--- src/rtl/mc_control_fsm.sv ---
// Multicycle MIPS control unit: main-decoder FSM, ALU decoder and PC-enable logic.
// Adds addi/bne/j, an optional memory-ready stall and illegal-opcode trapping.
module mc_control_fsm #(
  parameter bit MEM_HANDSHAKE = 1'b1,
  parameter bit SUPPORT_IMM   = 1'b1,
  parameter bit SUPPORT_JUMP  = 1'b1
) (
  input  logic       Clk,
  input  logic       Reset_n,
  input  logic [5:0] Opcode,
  input  logic [5:0] Funct,
  input  logic       Zero,
  input  logic       MemReady,
  output logic       MemReq,
  output logic       IorD,
  output logic       MemWrite,
  output logic       IRWrite,
  output logic       RegDst,
  output logic       MemtoReg,
  output logic       RegWrite,
  output logic       ALUSrcA,
  output logic [1:0] ALUSrcB,
  output logic [2:0] ALUControl,
  output logic [1:0] PCSrc,
  output logic       PCEn,
  output logic       IllegalOp,
  output logic [3:0] State
);

  localparam int unsigned OPW = 6;

  localparam logic [OPW-1:0] OP_RTYPE = 6'b000000;
  localparam logic [OPW-1:0] OP_LW    = 6'b100011;
  localparam logic [OPW-1:0] OP_SW    = 6'b101011;
  localparam logic [OPW-1:0] OP_BEQ   = 6'b000100;
  localparam logic [OPW-1:0] OP_BNE   = 6'b000101;
  localparam logic [OPW-1:0] OP_ADDI  = 6'b001000;
  localparam logic [OPW-1:0] OP_J     = 6'b000010;

  localparam logic [2:0] ALU_ADD = 3'b010;
  localparam logic [2:0] ALU_SUB = 3'b110;
  localparam logic [2:0] ALU_AND = 3'b000;
  localparam logic [2:0] ALU_OR  = 3'b001;
  localparam logic [2:0] ALU_SLT = 3'b111;

  typedef enum logic [3:0] {
    S_FETCH  = 4'd0,
    S_DECODE = 4'd1,
    S_MEMADR = 4'd2,
    S_MEMRD  = 4'd3,
    S_MEMWB  = 4'd4,
    S_MEMWR  = 4'd5,
    S_EXEC   = 4'd6,
    S_ALUWB  = 4'd7,
    S_BEQ    = 4'd8,
    S_ADDIEX = 4'd9,
    S_ADDIWB = 4'd10,
    S_JUMP   = 4'd11,
    S_BNE    = 4'd12,
    S_TRAP   = 4'd15
  } state_t;

  state_t     r_state;
  state_t     w_next;
  logic       w_go;
  logic       w_funct_ok;
  logic [2:0] w_alu_funct;
  logic       w_memreq;
  logic       w_memwrite;
  logic       w_irwrite;
  logic       w_regwrite;
  logic       w_pcwrite;
  logic       w_branch;
  logic       w_branchne;
  logic       w_illegal;

  // Memory states advance when the access completes, or every cycle without handshake.
  assign w_go = MemReady | !MEM_HANDSHAKE;

  always_ff @(posedge Clk or negedge Reset_n) begin
    if (!Reset_n) r_state <= S_FETCH;
    else          r_state <= w_next;
  end

  // ALU decoder for R-type function codes; unknown functs trap in DECODE.
  always_comb begin
    w_funct_ok  = 1'b1;
    w_alu_funct = ALU_ADD;
    case (Funct)
      6'b100000: w_alu_funct = ALU_ADD;
      6'b100010: w_alu_funct = ALU_SUB;
      6'b100100: w_alu_funct = ALU_AND;
      6'b100101: w_alu_funct = ALU_OR;
      6'b101010: w_alu_funct = ALU_SLT;
      default:   w_funct_ok  = 1'b0;
    endcase
  end

  always_comb begin
    w_next     = r_state;
    w_memreq   = 1'b0;
    w_memwrite = 1'b0;
    w_irwrite  = 1'b0;
    w_regwrite = 1'b0;
    w_pcwrite  = 1'b0;
    w_branch   = 1'b0;
    w_branchne = 1'b0;
    w_illegal  = 1'b0;
    IorD       = 1'b0;
    RegDst     = 1'b0;
    MemtoReg   = 1'b0;
    ALUSrcA    = 1'b0;
    ALUSrcB    = 2'b00;
    ALUControl = ALU_ADD;
    PCSrc      = 2'b00;
    case (r_state)
      S_FETCH: begin
        w_memreq  = 1'b1;
        ALUSrcB   = 2'b01;
        w_irwrite = w_go;
        w_pcwrite = w_go;
        if (w_go) w_next = S_DECODE;
      end
      S_DECODE: begin
        ALUSrcB = 2'b11;
        case (Opcode)
          OP_LW, OP_SW: w_next = S_MEMADR;
          OP_RTYPE:     w_next = w_funct_ok ? S_EXEC : S_TRAP;
          OP_BEQ:       w_next = S_BEQ;
          OP_BNE:       w_next = S_BNE;
          OP_ADDI:      w_next = SUPPORT_IMM ? S_ADDIEX : S_TRAP;
          OP_J:         w_next = SUPPORT_JUMP ? S_JUMP : S_TRAP;
          default:      w_next = S_TRAP;
        endcase
      end
      S_MEMADR: begin
        ALUSrcA = 1'b1;
        ALUSrcB = 2'b10;
        w_next  = (Opcode == OP_SW) ? S_MEMWR : S_MEMRD;
      end
      S_MEMRD: begin
        w_memreq = 1'b1;
        IorD     = 1'b1;
        if (w_go) w_next = S_MEMWB;
      end
      S_MEMWB: begin
        MemtoReg   = 1'b1;
        w_regwrite = 1'b1;
        w_next     = S_FETCH;
      end
      S_MEMWR: begin
        w_memreq   = 1'b1;
        IorD       = 1'b1;
        w_memwrite = 1'b1;
        if (w_go) w_next = S_FETCH;
      end
      S_EXEC: begin
        ALUSrcA    = 1'b1;
        ALUControl = w_alu_funct;
        w_next     = S_ALUWB;
      end
      S_ALUWB: begin
        RegDst     = 1'b1;
        w_regwrite = 1'b1;
        w_next     = S_FETCH;
      end
      S_BEQ, S_BNE: begin
        ALUSrcA    = 1'b1;
        ALUControl = ALU_SUB;
        PCSrc      = 2'b01;
        w_branch   = (r_state == S_BEQ);
        w_branchne = (r_state == S_BNE);
        w_next     = S_FETCH;
      end
      S_ADDIEX: begin
        ALUSrcA = 1'b1;
        ALUSrcB = 2'b10;
        w_next  = S_ADDIWB;
      end
      S_ADDIWB: begin
        w_regwrite = 1'b1;
        w_next     = S_FETCH;
      end
      S_JUMP: begin
        PCSrc     = 2'b10;
        w_pcwrite = 1'b1;
        w_next    = S_FETCH;
      end
      S_TRAP: begin
        w_illegal = 1'b1;
        w_next    = S_FETCH;
      end
      default: w_next = S_FETCH;
    endcase
  end

  // Write strobes are killed combinationally so an asserted reset aborts any partial write.
  assign MemReq    = Reset_n & w_memreq;
  assign MemWrite  = Reset_n & w_memwrite;
  assign IRWrite   = Reset_n & w_irwrite;
  assign RegWrite  = Reset_n & w_regwrite;
  assign IllegalOp = Reset_n & w_illegal;
  assign PCEn      = Reset_n & (w_pcwrite | (w_branch & Zero) | (w_branchne & ~Zero));
  assign State     = r_state;

endmodule

--- config.mk ---
export PLATFORM = sky130hd
export DESIGN_NAME = mc_control_fsm
export DESIGN_NICKNAME = d
export VERILOG_FILES = /design/src/rtl/mc_control_fsm.sv
export SDC_FILE = /design/constraint.sdc
export NUM_CORES = 1
export LEC_CHECK = 0
export BUFFER_PORTS_ARGS = -buffer_cell sky130_fd_sc_hd__buf_2
export CORE_UTILIZATION = 42
export DETAILED_ROUTE_END_ITERATION = 6
export PLACE_DENSITY = 0.85
export SLEW_MARGIN = 0
export SYNTH_ARGS = -nofsm -noshare
export SYNTH_HDL_FRONTEND = slang
export SYNTH_SLANG_ARGS = --single-unit
--- constraint.sdc ---
create_clock -name Clk -period 1.4 [get_ports Clk]
set_input_delay 0.07 -clock Clk [delete_from_list [all_inputs] [get_ports Clk]]
set_output_delay 0.07 -clock Clk [all_outputs]
set_load 0.03 [all_outputs]
==> results of run 1 <==
## cells by family after synthesis
family / after synthesis / share of synthesized area
AOI/OAI and AO/OA: 28 / 0.306
xor gates and xnor gates: 3 / 0.0417
and+or+nand+nor: 49 / 0.429
buffers and inverters: 10 / 0.0655
DFF: 4 / 0.159
## Yosys cell counts, types with 2 or more instances
master	instances	area, sq um
xnor2_1	3	26.3
clkbuf_1	2	7.51
nor2_1	13	48.8
nor3_1	4	20.0
nor2b_1	5	31.3
inv_1	4	15.0
nor3b_1	4	30.0
a21oi_1	6	30.0
nand2_1	7	26.3
a211oi_1	2	15.0
o21ai_0	6	30.0
nand2b_1	3	18.8
o22ai_1	2	12.5
or4_1	2	15.0
buf_2	3	15.0
a311oi_1	2	17.5
dfrtp_1	4	100
nor4b_1	2	17.5
nand3_1	2	10.0
## stage by stage
stage | std cells | setup TNS, ps | cell area [sq um] | hold WS [ps]
floorplan | 94 | -480 | 721 | -226
global placement | 151 | 0 | 971 | -75.8
detailed placement | 151 | 0 | 971 | -74.5
CTS | 170 | -769 | 1230 | 212
## what timing repair did
item                                    CTS
endpoints found under the setup margin   13
setup buffers                            14
pin swaps                                 6
endpoints found under the hold margin     4
hold buffers                              1
resized for setup                        36
==> reports/metrics.cfg, run 1 <==
[placed_design]
io_buffers = 36
hpwl_mm = 1.54
dp_slack_ps = 15.4
gp_congestion = 0.821

[outcome]
error = [ERROR DPL-0038] Utilization greater than 100%, impossible to legalize
outcome = did not finish
failing_step = global routing (5_1_grt)

[logic_synthesis]
syn_area_sq_um = 631
synthFlopType = dfrtp_1
synth_nets = 110
post_synth_num_cell_types = 37
async_reset_ff_frac = 1.00
yosysSeqAreaShare = 0.159
synth_cells = 94
synth.avg_cell_area_sq_um = 6.71
synth_edf_count = 0
ys_warn_count = 0
ys_ff_latch = 4

[clock_network]
cts_buffers = 3
clockRootBuffer = clkbuf_4
clkSinkCount = 4
htree_num_levels = 1
cts_max_path_buffers = 2

[floorplanning]
die_height_um = 40.8
num_rows = 13
start_util = 0.467
io_pins = 37
dieWidth_um = 40.8

[global_routing]
grt_start_max_net_pins = 11

[timing]
worst_endpoint = ALUControl[1]
worst-ep-kind = primary output

==> inputs of run 2 (changes only) <==
CORE_AREA = 2 2 63 65   (was default)
CORE_UTILIZATION = default   (was 42)
DIE_AREA = 0 0 65 67   (was default)
PLACE_DENSITY = default   (was 0.85)
PLACE_DENSITY_LB_ADDON = 0.15   (was default)
==> run 2 against run 1 <==
The flow now finishes, with violations (setup timing). Synthesized area stayed put. Synthesized cell count stayed put.
==> reports/metrics.cfg, run 2 <==
[logic_synthesis]
synth_edf_count = 0
post_synth_num_cell_types = 37
async_reset_ff_frac = 1.00
synth.avg_cell_area_sq_um = 6.71
synth_nets = 110
synth_cells = 94
netlist_top_cells_count = nor2_1, nand2_1, a21oi_1, o21ai_0, nor2b_1
synth_top_cell_by_area = dfrtp_1
synth_top_area_frac = 0.159
ys_warn_count = 0
syn_area_sq_um = 631
yosysSeqAreaShare = 0.159
synth_area_leaders = dfrtp_1, nor2_1, nor2b_1, a21oi_1, o21ai_0
ys_ff_latch = 4
synth.most_common_cell = nor2_1
synthFlopType = dfrtp_1

[clock_network]
clock_latency_ps = 230
clk_pin_slew_worst_paths_ps = 30
cts_tree = done
clockRootBuffer = clkbuf_8
cts_max_path_buffers = 2
cts_buffers = 3
clkSinkCount = 4
htree_num_levels = 1

[power]
p_per_area_mw_per_mm2 = 2280
p_seq_frac = 0.099
combPwrFrac = 0.816
p_sw_frac = 0.484
peakVddDrop_mv = 0.521
p_leak_nw = 0.617
switchingPower_mw = 1.53
power_frac_clock = 0.085
p_int_mw = 1.63

[global_routing]
overflow = 0
antenna_found_initial = 0
grt_pass1_vias = 928
grt_pass1_wl_mm = 4.30
track_usage = 0.129
grt_start_max_net_pins = 10

[worst_setup_path]
end_kind = output port
r2r_setup_slack_ps = 10
critical_path.max_fanout = 6
crit_family = simple AND/OR/NAND/NOR gates
crit_type = flop to output port
crit_required_ps = 1330
r2r-start = State[0]
rr_worst_depth = 6
crit_buf_inv = 2
worstPathArrival_ps = 1480
r2r_end = State[2]
cp-start-kind = flop
crit_path_top_delay_cell = dfrtp_2
slowest_delay_ps = 410
crit_path_cell_trace = nor2b_4, nand4b_1, buf_4, nand2b_4, buf_6

[drt]
route.met3.wl_um = 103
avgViaCountPerCell = 4.69
drt_pass1_iterations = 4
vias = 952
drcViolationCount = 0
top_layer = met4
wl_met1_mm = 1.07
wl_met2_mm = 1.34
wl_per_cell_um = 12.6
antenna_left = 0
wl_mm = 2.56
drt_iter0_drc = 30

[worst_hold_path]
hold_class = input port to flop
min_path_cells = 3
worstHoldEndpoint = State[1]
min_from = Opcode[3]

[finish]
final_cell_mix = buf_2, buf_4, buf_6, nor2_1, nand2_1
multiInputGateArea_sq_um = 674
num_antenna_cells = 0
utilization = 0.384
drive_gt1_frac = 0.645
nets = 172
area_growth_pct = 120
finalInstanceArea_sq_mm = 0.00139
final_common_cell = buf_2
instances_no_fill = 203
largest_reg_flops = 4
fillers = 386
regArea_sq_um = 105

[floorplanning]
start_util = 0.175
num_rows = 22
dieWidth_um = 65
core_sq_mm = 0.00361
die_height_um = 67
dieArea_sq_mm = 0.00436
io_pins = 37

[timing]
skew_ps = 1.85
worstMarginPinSlew_ps = 289
final-max-slew-violation-count = 0
period_share = 1.10
maxSlewHeadroom = 0.805
period_needed_ps = 1550
rsz0062_at_grt = yes
fin_ws_ps = -147
hold_viol_final = 0
final-setup-viol-count = 7
fmax_ghz = 0.646

[placed_design]
hpwl_mm = 1.84
placedCellCount = 189
gp_congestion = 0.743
io_buffers = 36
placed_cell_area_sq_mm = 0.00104

[flow_run]
cap_violations = 0

[outcome]
violations = setup timing
outcome = finished with violations

==> run 2: cell counts after synthesis <==
Identical to the previous run, type by type.
==> run 2: per-layer routing <==
| metal | vias to the layer above | global-route usage |
|---|---|---|
| met2 | 26 | 0.223 |
| li1 | 472 | - |
| met1 | 449 | 0.156 |
| met3 | 5 | 0.0118 |
| met4 | 0 | 0.0718 |
| met5 | - | 0 |
==> run 2: cell families after synthesis <==
logic type / count (synthesis) / synth area share
compound gates: 28 / 0.306
xor+xnor: 3 / 0.0417
buf+inv: 10 / 0.0655
flops: 4 / 0.159
simple gates: 49 / 0.429
==> run 2: timing repair <==
| item | CTS | global route |
|---|---|---|
| setup endpoints to repair | 12 | 15 |
| resized for setup | 45 | 16 |
| setup buffers | 8 | 1 |
| hold endpoints to repair | 4 | 0 |
| hold buffers | 1 | 0 |
| pin swaps | 5 | 7 |
==> run 2: worst max-delay path by stage <==
| stage | startpoint | end | slack [ps] | depth (start not counted) |
|---|---|---|---|---|
| 2_1_floorplan | State[0] | ALUControl[2] | -210 | 4 |
| 3_3_place_gp | State[2] | ALUControl[2] | 50 | 4 |
| 3_5_place_dp | State[2] | ALUControl[2] | 8 | 4 |
| 4_1_cts | State[3] | ALUControl[2] | -110 | 4 |
| 5_1_grt | State[0] | RegWrite | -200 | 6 |
| 6_report | State[2] | ALUControl[1] | -150 | 5 |
==> run 2: power groups by stage <==
stage               sequential [mW]  combinational (mW)  clock, mW
finish                        0.312                2.58      0.269
global route                  0.329                2.77      0.289
CTS                           0.303                2.38      0.276
detailed placement            0.283                1.88          0
global placement              0.279                1.87          0
floorplan                     0.355                1.22          0
==> run 2: tightest hold or removal path: stages <==
cell and delay (ps):
buf_2 140, nand3_1 100, a32o_1 120
==> run 2: area by class of cell <==
cell class | instances | share of cell area
clock buffer | 4 | 0.0325
inverter | 4 | 0.0108
multi-input combinational | 80 | 0.487
sequential | 4 | 0.0759
tap | 48 | 0.0434
timing repair buffer | 63 | 0.350
==> run 2: per-stage QoR <==
step	worst slack, ps	TNS [ps]	hold WS (ps)	power [mW]
after global placement	46.4	0	-60.4	2.15
final	-147	-639	250	3.16
after detailed placement	7.64	0	-60.0	2.16
after global routing	-204	-1430	277	3.39
after CTS	-106	-554	242	2.96
after floorplan	-211	-480	-226	1.58
No activity file was read; power rests on OpenSTA's default activity.
==> inputs of run 3 (changes only) <==
BUFFER_PORTS_ARGS = -buffer_cell sky130_fd_sc_hd__buf_4   (was -buffer_cell sky130_fd_sc_hd__buf_2)
clock period = 1.8 ns   (was 1.4 ns; I/O delays follow)
==> run 3 against run 2 <==
The flow now finishes without violations. First-iteration DRC count is 23% higher. Sequential cell count stayed put. Critical path depth is 1 lower. Core utilization is 8.6 points lower. Register-to-register slack better by 280 ps. Non-clock buffer count is 17 lower. Clock power is 32% lower. Hold slack worse by 8.4 ps. Via count is 8.1% lower.
==> reports/metrics.cfg, run 3 (synthesis gave the netlist of run 2 again) <==
[clock_network]
clock_latency_ps = 210
clkSinkCount = 4
cts_buffers = 3
cts_tree = done
clk_pin_slew_worst_paths_ps = 30
cts_max_path_buffers = 2
clockRootBuffer = clkbuf_8
cts_setup_buffers = 0
htree_num_levels = 1

[timing]
fmax_ghz = 0.584
fin_ws_ps = 87.7
period_share = 0.951
maxSlewHeadroom = 0.673
final-setup-viol-count = 0
worstMarginPinSlew_ps = 483
rsz0062_at_grt = no
hold_viol_final = 0
final-max-slew-violation-count = 0
skew_ps = 1.60
period_needed_ps = 1710

[worst_setup_path]
crit_family = flip-flops
crit_path_cell_trace = buf_4, nand4b_1, o41ai_2, buf_4
crit_top_cell = buf_4
r2r_setup_slack_ps = 290
slowest_delay_ps = 500
worstPathArrival_ps = 1620
crit_required_ps = 1710
critical_path.max_fanout = 13
crit_buf_inv = 2
crit_path_top_delay_cell = dfrtp_1
cp-start-kind = flop
end_kind = output port
crit_type = flop to output port

[finish]
instances_no_fill = 185
regArea_sq_um = 100
multiInputGateArea_sq_um = 512
nets = 155
final_common_cell = buf_4
drive_gt1_frac = 0.394
num_antenna_cells = 0
area_growth_pct = 70.6
finalInstanceArea_sq_mm = 0.00108
fillers = 412
final_cell_mix = buf_4, nor2_1, nand2_1, a21oi_1, o21ai_0
largest_reg_flops = 4

[power]
p_leak_nw = 0.480
peakVddDrop_mv = 0.354
switchingPower_mw = 0.967
p_int_mw = 0.851
p_sw_frac = 0.532
p_per_area_mw_per_mm2 = 1690
power_frac_clock = 0.100
combPwrFrac = 0.766
p_seq_frac = 0.134
power.total_mw = 1.82

[floorplanning]
num_rows = 22
core_sq_mm = 0.00361
io_pins = 37
start_util = 0.175
dieArea_sq_mm = 0.00436
die_height_um = 67
dieWidth_um = 65

[global_routing]
antenna_found_initial = 0
grt_pass1_wl_mm = 3.89
grt_start_max_net_pins = 14
track_usage = 0.111
grt_pass1_vias = 853
overflow = 0

[placed_design]
hpwl_mm = 1.96
io_buffers = 36
placedCellCount = 181
gp_congestion = 0.781
dp_slack_ps = 271
placed_cell_area_sq_mm = 0.00102

[drt]
vias = 875
drt_iter0_drc = 37
drt_pass1_iterations = 4
wl_per_cell_um = 13.0
antenna_left = 0
wl_mm = 2.40
drcViolationCount = 0
avgViaCountPerCell = 4.73

[worst_hold_path]
hold_class = input port to async pin

[flow_run]
cap_violations = 0

[outcome]
outcome = finished clean

[run 3: cell types whose count changed in the layout (fill, tap and decap cells not counted), sizes merged]
cell,before,now
buf,62,45
clkbuf,4,3
[run 3: stage by stage]
stage	TNS, ps	hold WS [ps]	utilization
after floorplan	-9.82	-206	-
after global placement	0	-81.1	0.283
after detailed placement	0	-81.5	0.283
after CTS	0	245	0.297
after global routing	0	253	0.298
final	0	242	0.298
[run 3: worst register-to-register path, cell delays in order, from the launching register on]
cell and delay (ps):
dfrtp_1 550, buf_4 220, nor2_1 50, a211oi_1 190, a21oi_1 60, a311oi_1 310
[run 3: routing by layer]
layer	routed length, um	part of all wire	track usage	up-vias
met5	0	0	0	-
met4	17	0.0071	0.0319	0
met3	110	0.046	0.00845	2
met2	1180	0.49	0.204	27
met1	1090	0.45	0.139	407
li1	-	-	-	439
[run 3: final cells by class]
cell class,instances,area share
clock buffer,3,0.0384
inverter,4,0.0140
tap,48,0.0558
multi-input combinational,80,0.476
sequential,4,0.0930
timing repair buffer,46,0.323
[run 3: power by group through the flow]
stage	logic (mW)	clock network (mW)	registers [mW]
floorplan	0.826	0	0.263
global placement	1.38	0	0.243
detailed placement	1.39	0	0.243
CTS	1.39	0.185	0.244
global route	1.50	0.187	0.258
finish	1.39	0.182	0.244
[run 3: repair_timing]
action	in CTS	in global routing
hold endpoints to repair	4	0
gates resized for setup	0	1
endpoints found under the setup margin	0	2
hold buffers	1	0
[run 3: worst paths after layout]
path,from,to,depth (start not counted)
max reg2reg,State[0],State[0],5
max in group asynchronous,Reset_n,State[1],2
max,State[0],ALUControl[2],4
min in group Clk,MemReady,State[2],3
min reg2reg,State[3],State[0],1
min,Reset_n,State[0],2
